$ cat src/rtl/lognot_lanes.sv
// lognot_lanes: multi-lane logical-not / unary-reduction / bitwise-not unit with
// X-mask semantics, Verilog result sizing and a two-stage valid/ready pipeline.
module lognot_lanes #(
    parameter int LANES = 4,
    parameter int IW    = 9,
    parameter int OW    = 6
) (
    input  logic                  clk,
    input  logic                  rst,
    input  logic                  in_valid,
    output logic                  in_ready,
    input  logic [LANES*IW-1:0]   in_data,
    input  logic [LANES*IW-1:0]   in_xmask,
    input  logic [LANES*3-1:0]    in_op,
    input  logic [LANES-1:0]      in_signed,
    output logic                  out_valid,
    input  logic                  out_ready,
    output logic [LANES*OW-1:0]   out_data,
    output logic [LANES*OW-1:0]   out_xmask,
    output logic [15:0]           xcount,
    input  logic                  xcount_clr
);

    localparam int EW = (IW > OW) ? IW : OW;

    typedef enum logic [2:0] {
        OP_LNOT  = 3'd0,
        OP_RAND  = 3'd1,
        OP_ROR   = 3'd2,
        OP_RXOR  = 3'd3,
        OP_RNAND = 3'd4,
        OP_RNOR  = 3'd5,
        OP_RXNOR = 3'd6,
        OP_BNOT  = 3'd7
    } op_e;

    typedef struct packed {
        logic [OW-1:0] data;
        logic [OW-1:0] xmask;
        op_e           op;
        logic          any0;
        logic          any1;
        logic          anyx;
        logic          par;
    } s1_t;

    logic s1_valid;
    logic s2_valid;
    logic s2_adv;
    logic in_fire;
    logic out_fire;

    logic [LANES*OW-1:0] res_data;
    logic [LANES*OW-1:0] res_xmask;

    assign s2_adv    = !s2_valid || out_ready;
    assign in_ready  = !s1_valid || s2_adv;
    assign in_fire   = in_valid && in_ready;
    assign out_valid = s2_valid;
    assign out_fire  = s2_valid && out_ready;

    for (genvar l = 0; l < LANES; l++) begin : g_lane
        logic [IW-1:0] opd;
        logic [IW-1:0] opx;
        logic [IW-1:0] known1;
        logic [EW-1:0] ext_d;
        logic [EW-1:0] ext_x;
        s1_t           s1_n;
        s1_t           s1_r;
        logic          r_val;
        logic          r_x;
        logic [OW-1:0] lane_d;
        logic [OW-1:0] lane_x;

        // Resize first (truncate or extend), then take flags over known bits only.
        always_comb begin
            // NOTE: every variable gets a default before any branch so no path infers a latch.
            opd    = in_data[l*IW +: IW];
            opx    = in_xmask[l*IW +: IW];
            known1 = opd & ~opx;
            ext_d  = '0;
            ext_x  = '0;
            if (in_signed[l] && known1[IW-1]) ext_d = '1;
            if (in_signed[l] && opx[IW-1])    ext_x = '1;
            ext_d[IW-1:0] = known1;
            ext_x[IW-1:0] = opx;
            s1_n.data  = ext_d[OW-1:0];
            s1_n.xmask = ext_x[OW-1:0];
            s1_n.op    = op_e'(in_op[l*3 +: 3]);
            s1_n.any1  = |known1;
            s1_n.any0  = |(~opd & ~opx);
            s1_n.anyx  = |opx;
            s1_n.par   = ^known1;
        end

        // NOTE: payload registers carry no reset; s1_valid alone says whether they mean anything.
        always_ff @(posedge clk) begin
            if (in_fire) s1_r <= s1_n;
        end

        always_comb begin
            r_val  = 1'b0;
            r_x    = 1'b0;
            lane_d = '0;
            lane_x = '0;
            case (s1_r.op)
                OP_RAND, OP_RNAND: begin
                    r_x   = !s1_r.any0 && s1_r.anyx;
                    r_val = !s1_r.any0 && !s1_r.anyx;
                end
                OP_LNOT, OP_ROR, OP_RNOR: begin
                    r_x   = !s1_r.any1 && s1_r.anyx;
                    r_val = s1_r.any1;
                end
                default: begin
                    r_x   = s1_r.anyx;
                    r_val = !s1_r.anyx && s1_r.par;
                end
            endcase
            if (s1_r.op inside {OP_LNOT, OP_RNAND, OP_RNOR, OP_RXNOR}) r_val = !r_x && !r_val;
            // A logical result is unsigned: bit 0 only, upper bits known zero.
            if (s1_r.op == OP_BNOT) begin
                lane_d = ~s1_r.data & ~s1_r.xmask;
                lane_x = s1_r.xmask;
            end else begin
                lane_d[0] = r_val;
                lane_x[0] = r_x;
            end
        end

        assign res_data[l*OW +: OW]  = lane_d;
        assign res_xmask[l*OW +: OW] = lane_x;
    end

    always_ff @(posedge clk or posedge rst) begin
        // NOTE: sequential state uses <= so every register samples pre-edge values.
        if (rst) begin
            s1_valid  <= 1'b0;
            s2_valid  <= 1'b0;
            out_data  <= '0;
            out_xmask <= '0;
        end else begin
            if (in_ready) s1_valid <= in_valid;
            if (s2_adv) begin
                s2_valid <= s1_valid;
                if (s1_valid) begin
                    out_data  <= res_data;
                    out_xmask <= res_xmask;
                end
            end
        end
    end

    always_ff @(posedge clk or posedge rst) begin
        if (rst) begin
            xcount <= '0;
        end else if (xcount_clr) begin
            xcount <= '0;
        end else if (out_fire && (|out_xmask) && (xcount != 16'hFFFF)) begin
            xcount <= xcount + 16'd1;
        end
    end

endmodule

$ cat config.mk
export PLATFORM = sky130hd
export DESIGN_NAME = lognot_lanes
export DESIGN_NICKNAME = d
export VERILOG_FILES = /design/src/rtl/lognot_lanes.sv
export SDC_FILE = /design/constraint.sdc
export NUM_CORES = 1
export LEC_CHECK = 0
export CAP_MARGIN = 5
export CORE_MARGIN = 2
export CORE_UTILIZATION = 45
export DETAILED_ROUTE_END_ITERATION = 10
export GPL_ROUTABILITY_DRIVEN = 0
export HOLD_SLACK_MARGIN = 0.05
export PLACE_DENSITY = 0.76
export SKIP_CTS_REPAIR_TIMING = 1
export SYNTH_ARGS = -nofsm -noshare
export SYNTH_HDL_FRONTEND = slang
export SYNTH_SLANG_ARGS = --single-unit
$ cat constraint.sdc
create_clock -name clk -period 2.55 [get_ports clk]
set_input_delay 0.3825 -clock clk [delete_from_list [all_inputs] [get_ports clk]]
set_output_delay 0.3825 -clock clk [all_outputs]
set_load 0.005 [all_outputs]
Word-level counts from Yosys, hierarchy flattened

Cells that the tools add are included.

Bitwise logic cells: 28
$lt $le $gt $ge: 0
Equal/unequal tests: 25
Divide/modulo/power cells: 0
Reductions and logical operators: 83
Multiplexer cells: 30
Add/subtract/negate cells: 1
Multiply operators: 0
Shift operators: 0

Operators by type and width:

| kind                                                            | number |
|---|---|
| 9-bit OR reduction                                              | 12 |
| 9-bit AND                                                       | 8 |
| 9-bit NOT                                                       | 8 |
| 3-bit == test, second input constant                            | 16 |
| 6-bit NOT                                                       | 8 |
| 5-bit 2-to-1 mux                                                | 8 |
| 9-bit parity                                                    | 4 |
| 16-bit 2-to-1 mux                                               | 2 |
| 6-bit AND                                                       | 4 |
| 1-bit logical AND                                               | 24 |
| 24-bit OR reduction                                             | 1 |
| 1-bit logical NOT                                               | 22 |
| 16-bit by 1-bit adder with 16-bit output, second input constant | 1 |
| 16-bit != test, second input constant                           | 1 |
| 1-bit one-hot mux with 2 select lines                           | 8 |
| 4-bit nonzero test                                              | 4 |
| 3-bit by 1-bit == test with 1-bit output, second input constant | 4 |
| 3-bit by 2-bit == test with 1-bit output, second input constant | 4 |
| 3-bit logical NOT                                               | 4 |
| 1-bit 2-to-1 mux                                                | 12 |
| 3-bit OR reduction                                              | 4 |
| 2-bit OR reduction                                              | 4 |
| 1-bit logical OR                                                | 2 |
| 2-bit AND reduction                                             | 1 |
| 2-bit nonzero test                                              | 1 |

Logic and storage cells: 200
Input port bits: 93
Bits in read-only memories: 0
Register bits: 142
Latch bits: 0
Memories kept: 0
RAM bits: 0

Depth between registers and ports, before layout

Word-level depth: 7
Gate-level depth with buffers: 7
Mapped depth without buffers: 6

Least setup slack after synthesis

OpenSTA, ideal clock, no wires.

Path kind: reg-to-reg
Start: register s2_valid, in the netlist out_valid
End: register g_lane[0].s1_r[0] in the netlist's numbering, enable pin
Clock period less this slack: 2.787 ns
Setup time: 0.443 ns
Stages on the path, launching flop included: 3
Slack: -0.237 ns
Required time: 2.107 ns
Data arrival time: 2.344 ns
Cell sequence: dfrtp_1 -> nand3b_1 -> and2_1

Word-level cells in the longest chain between the ends: 4

Ends and longest elaborated chain:

| element                  | RTL line | source |
|---|---|---|
| start: declaration       | 48       | `logic s2_valid;` |
| start signal: assignment | 145      | `s2_valid <= s1_valid;` |
| 1-bit logical NOT        | 56       | `assign s2_adv = !s2_valid \|\| out_ready;` |
| 1-bit logical OR         | 56       |  |
| 1-bit logical OR         | 57       | `assign in_ready = !s1_valid \|\| s2_adv;` |
| named net in_ready       | 11       | `output logic in_ready,` |
| 1-bit logical AND        | 58       | `assign in_fire = in_valid && in_ready;` |
| named net in_fire        | 50       | `logic in_fire;` |
| end signal: assignment   | 98       | `if (in_fire) s1_r <= s1_n;` |
| end: declaration         | 69       | `s1_t s1_r;` |

The timed path passes the listed nets, and every way through them passes these cells.
A chain may end at the register's enable or synchronous reset.

Final worst setup path

Start: register out_xmask[12]
End: register xcount[15]

Word-level cells in the longest chain between the ends: 4

Ends and longest elaborated chain:

| element                         | RTL line | source |
|---|---|---|
| start: declaration              | 19       | `output logic [LANES*OW-1:0] out_xmask,` |
| start signal: assignment        | 148      | `out_xmask <= res_xmask;` |
| 24-bit OR reduction             | 159      | `end else if (out_fire && (\|out_xmask) && (xcount != 16'hFFFF)) begin` |
| 1-bit logical AND (2 in series) | 159      |  |
| 2-bit nonzero test (no line)    | n/a      |  |
| end signal: assignment          | 160      | `xcount <= xcount + 16'd1;` |
| end: declaration                | 20       | `output logic [15:0] xcount,` |

Every way passes these cells.

==> out/results.tsv <==
metric	value	unit
share of synthesized area occupied by flip-flops and latches	58.3	%
Clk pwr share	41.2	%
GR Layer Usage met3	6.37	%
most instantiated flip-flop cell in the synthesis netlist	edfxtp_1	
clock transition at the register clock pins on the worst setup and hold paths after CTS	0.06	ns
Synth top cells by count	76 x edfxtp_1, 66 x dfrtp_1, 45 x nand2b_1, 43 x nor2_1	
crit start category	flop	
number of top-level design ports	159	
type of the worst min-delay path	in -> async	
endpoint class of the critical path	flop	
Max-Cap Viols	0	
Max IR drop VDD	0.000457	V
remaining routing DRC violations	0	
final critical-path required period	2.25	ns
worst endpoint data arrival time	2.55	ns
CTS Buf Count	17	
largest fanout on the critical path	11	
setup slack after placement	0.282	ns
GR Layer Usage met2	32.3	%
starting density of the core	46.3	%
total global routing overflow	0	
fill count	1093	
drt via density	5.68	
Synth Warn #	0	
most congested layer reported by global routing	met2	
syn avg cell area	11.7	µm²
antenna violation net count after detailed routing	0	
clock tree from TritonCTS	done	
fraction of power spent switching nets	22.6	%
Final Hold Viols	0	
transition time of the tightest slew-check pin	0.671	ns
sequential power share	45.5	%
maximum count of clock buffers along a single path	2	
required time of the critical path	2.85	ns
DP Wirelength	12000	µm
share of cells above drive strength 1	7.69	%
post-synth design cell area	6750	µm²
total nets after synthesis	688	
Final period util	88.2	%
Syn-to-layout area delta	35.5	%
number of slew-limit violations in the final report	0	
final setup slack of the worst path	0.301	ns
Chip Width	127	µm
global-route track usage on met1	25.9	%
Logic pwr share	13.4	%
Die Outline Area	16000	µm²
CTS root buffer	clkbuf_16	
synth top area cells	edfxtp_1 34%, dfrtp_1 24%, a22o_1 4.5%, nand2b_1 4.2%, ha_1 3.1%	
clock skew after layout	0.00435	ns
floorplan core area	14600	µm²
WL per Instance	17.1	µm
highest clock frequency the design can meet	445	MHz
number of antenna repair diodes	0	
number of global-route vias before repair	5176	
number of cells traversed by the worst register-to-register path	7	
post-synth top area share	33.8	%
cell type contributing the most total cell area after synthesis	edfxtp_1	
worst-skew pair later-pin latency	0.42	ns
Leak	3.64	nW
Net Switching	1.34	mW
FFs w/ async S/R, synth	46.5	%
post-synthesis sequential element count	142	
combined area of the multi-input logic cells	2580	µm²
number of I/O port buffers	154	
number of antenna violations at the first check in global routing	0	
WS Path Type	reg -> reg	
total number of vias	5329	
area taken by flip-flops and latches	3930	µm²
Int Pwr	4.60	mW
setup repair after global routing missed its margin	no	
number of sinks handled by clock tree synthesis	142	
total iterations of the first detailed-routing run	5	
Distinct cells, synth	61	
number of enable flip-flop cells after synthesis	76	
y dimension of the die	127	µm
total number of nets in the final design	852	
wire length of the first global-routing pass	25500	µm
Iter 0 DRT Violations	484	
number of instances in the synthesized netlist	578	
overall routed net length	16100	µm
pin count of the biggest net entering global routing	40	
worst rel slew slack	55.1	%
level count of the clock H-tree	4	
cell with the most instances after synthesis	edfxtp_1	
standard-cell rows	44	
run status	finished, final reports clean	
power density over cell area	649	nW/µm²
post-route setup TNS	0	ns
combined global-route utilization of all metal layers	20.3	%
Setup-failing EPs final	0	
[critical path, stage by stage, from the launching register on]
cell and delay, ns:
dfrtp_1 0.40, nor4_1 0.52, buf_4 0.20, nand4_1 0.21, o21ai_2 0.37, buf_4 0.23, or4_1 0.13, a21oi_1 0.07
[stage by stage]
step	total power, mW	instance area, µm²	hold slack (ns)	utilization (%)	instances
floorplan	3.10	6750	0.410	-	578
global placement	3.50	8540	0.413	58.6	907
detailed placement	3.54	8540	0.427	58.6	907
CTS	5.99	9150	0.247	62.7	938
global route	6.18	9150	0.271	62.7	938
finish	5.94	9150	0.246	62.7	938
[flip-flops by register name, summed over array words and instances, names as in the netlist]
signal and cells:
out_valid 1, xcount 16, out_xmask 24, g_lane.s1_r 76, s1_valid 1, out_data 24
[worst paths after layout]
check | slack [ns] | from | endpoint
setup / recovery | 0.30 | out_xmask[12] | xcount[15]
hold / removal | 0.25 | rst | xcount[6]
setup reg to reg | 0.30 | out_xmask[12] | xcount[15]
hold reg to reg | 0.42 | g_lane[3].s1_r[17] | out_data[22]
max in group asynchronous | 1.78 | rst | out_xmask[21]
min in group clk | 0.42 | g_lane[3].s1_r[17] | out_data[22]
[layer usage]
metal / part of all wire (%) / wire length (µm)
met1: 43 / 6890
met2: 47 / 7600
met3: 7.3 / 1170
met4: 2.5 / 405
met5: 0 / 0
[power groups by stage]
stage | combinational, mW | clock, mW | sequential [mW]
floorplan | 0.391 | 0 | 2.71
global placement | 0.765 | 0 | 2.74
detailed placement | 0.795 | 0 | 2.74
CTS | 0.799 | 2.49 | 2.70
global route | 0.868 | 2.60 | 2.72
finish | 0.793 | 2.45 | 2.70
[cells by family after synthesis]
kind of cell | Yosys count | share of synthesized area, %
simple gates | 204 | 16.7
compound gates | 133 | 14.7
buf+inv | 56 | 3.61
fa+ha+maj | 17 | 3.15
flops | 142 | 58.3
xor+xnor | 18 | 2.33
mux | 8 | 1.30
[cell usage in the layout, fill, tap and decap left out, types with 7 or more instances in the layout]
cell,count
o21ai_0,12
dfrtp_1,66
xnor2_1,13
buf_4,9
clkdlybuf4s50_1,154
inv_1,34
nand2_1,15
nand4_1,9
nor4_1,12
o31ai_1,13
a22o_1,35
edfxtp_1,76
nand2b_1,45
nor2b_1,10
o22ai_1,10
a21oi_1,20
clkbuf_16,21
or4_1,7
nor3_1,14
ha_1,17
nand3_1,20
nor2_1,43
[final cells by class]
type                       instances  area share, %
clock buffer                      29           6.51
clock inverter                     2          0.109
sequential                       142           43.0
tap                              184           2.52
multi-input combinational        380           28.2
timing repair buffer             166           18.2
inverter                          35           1.44
(Power assumes the default switching activity.)
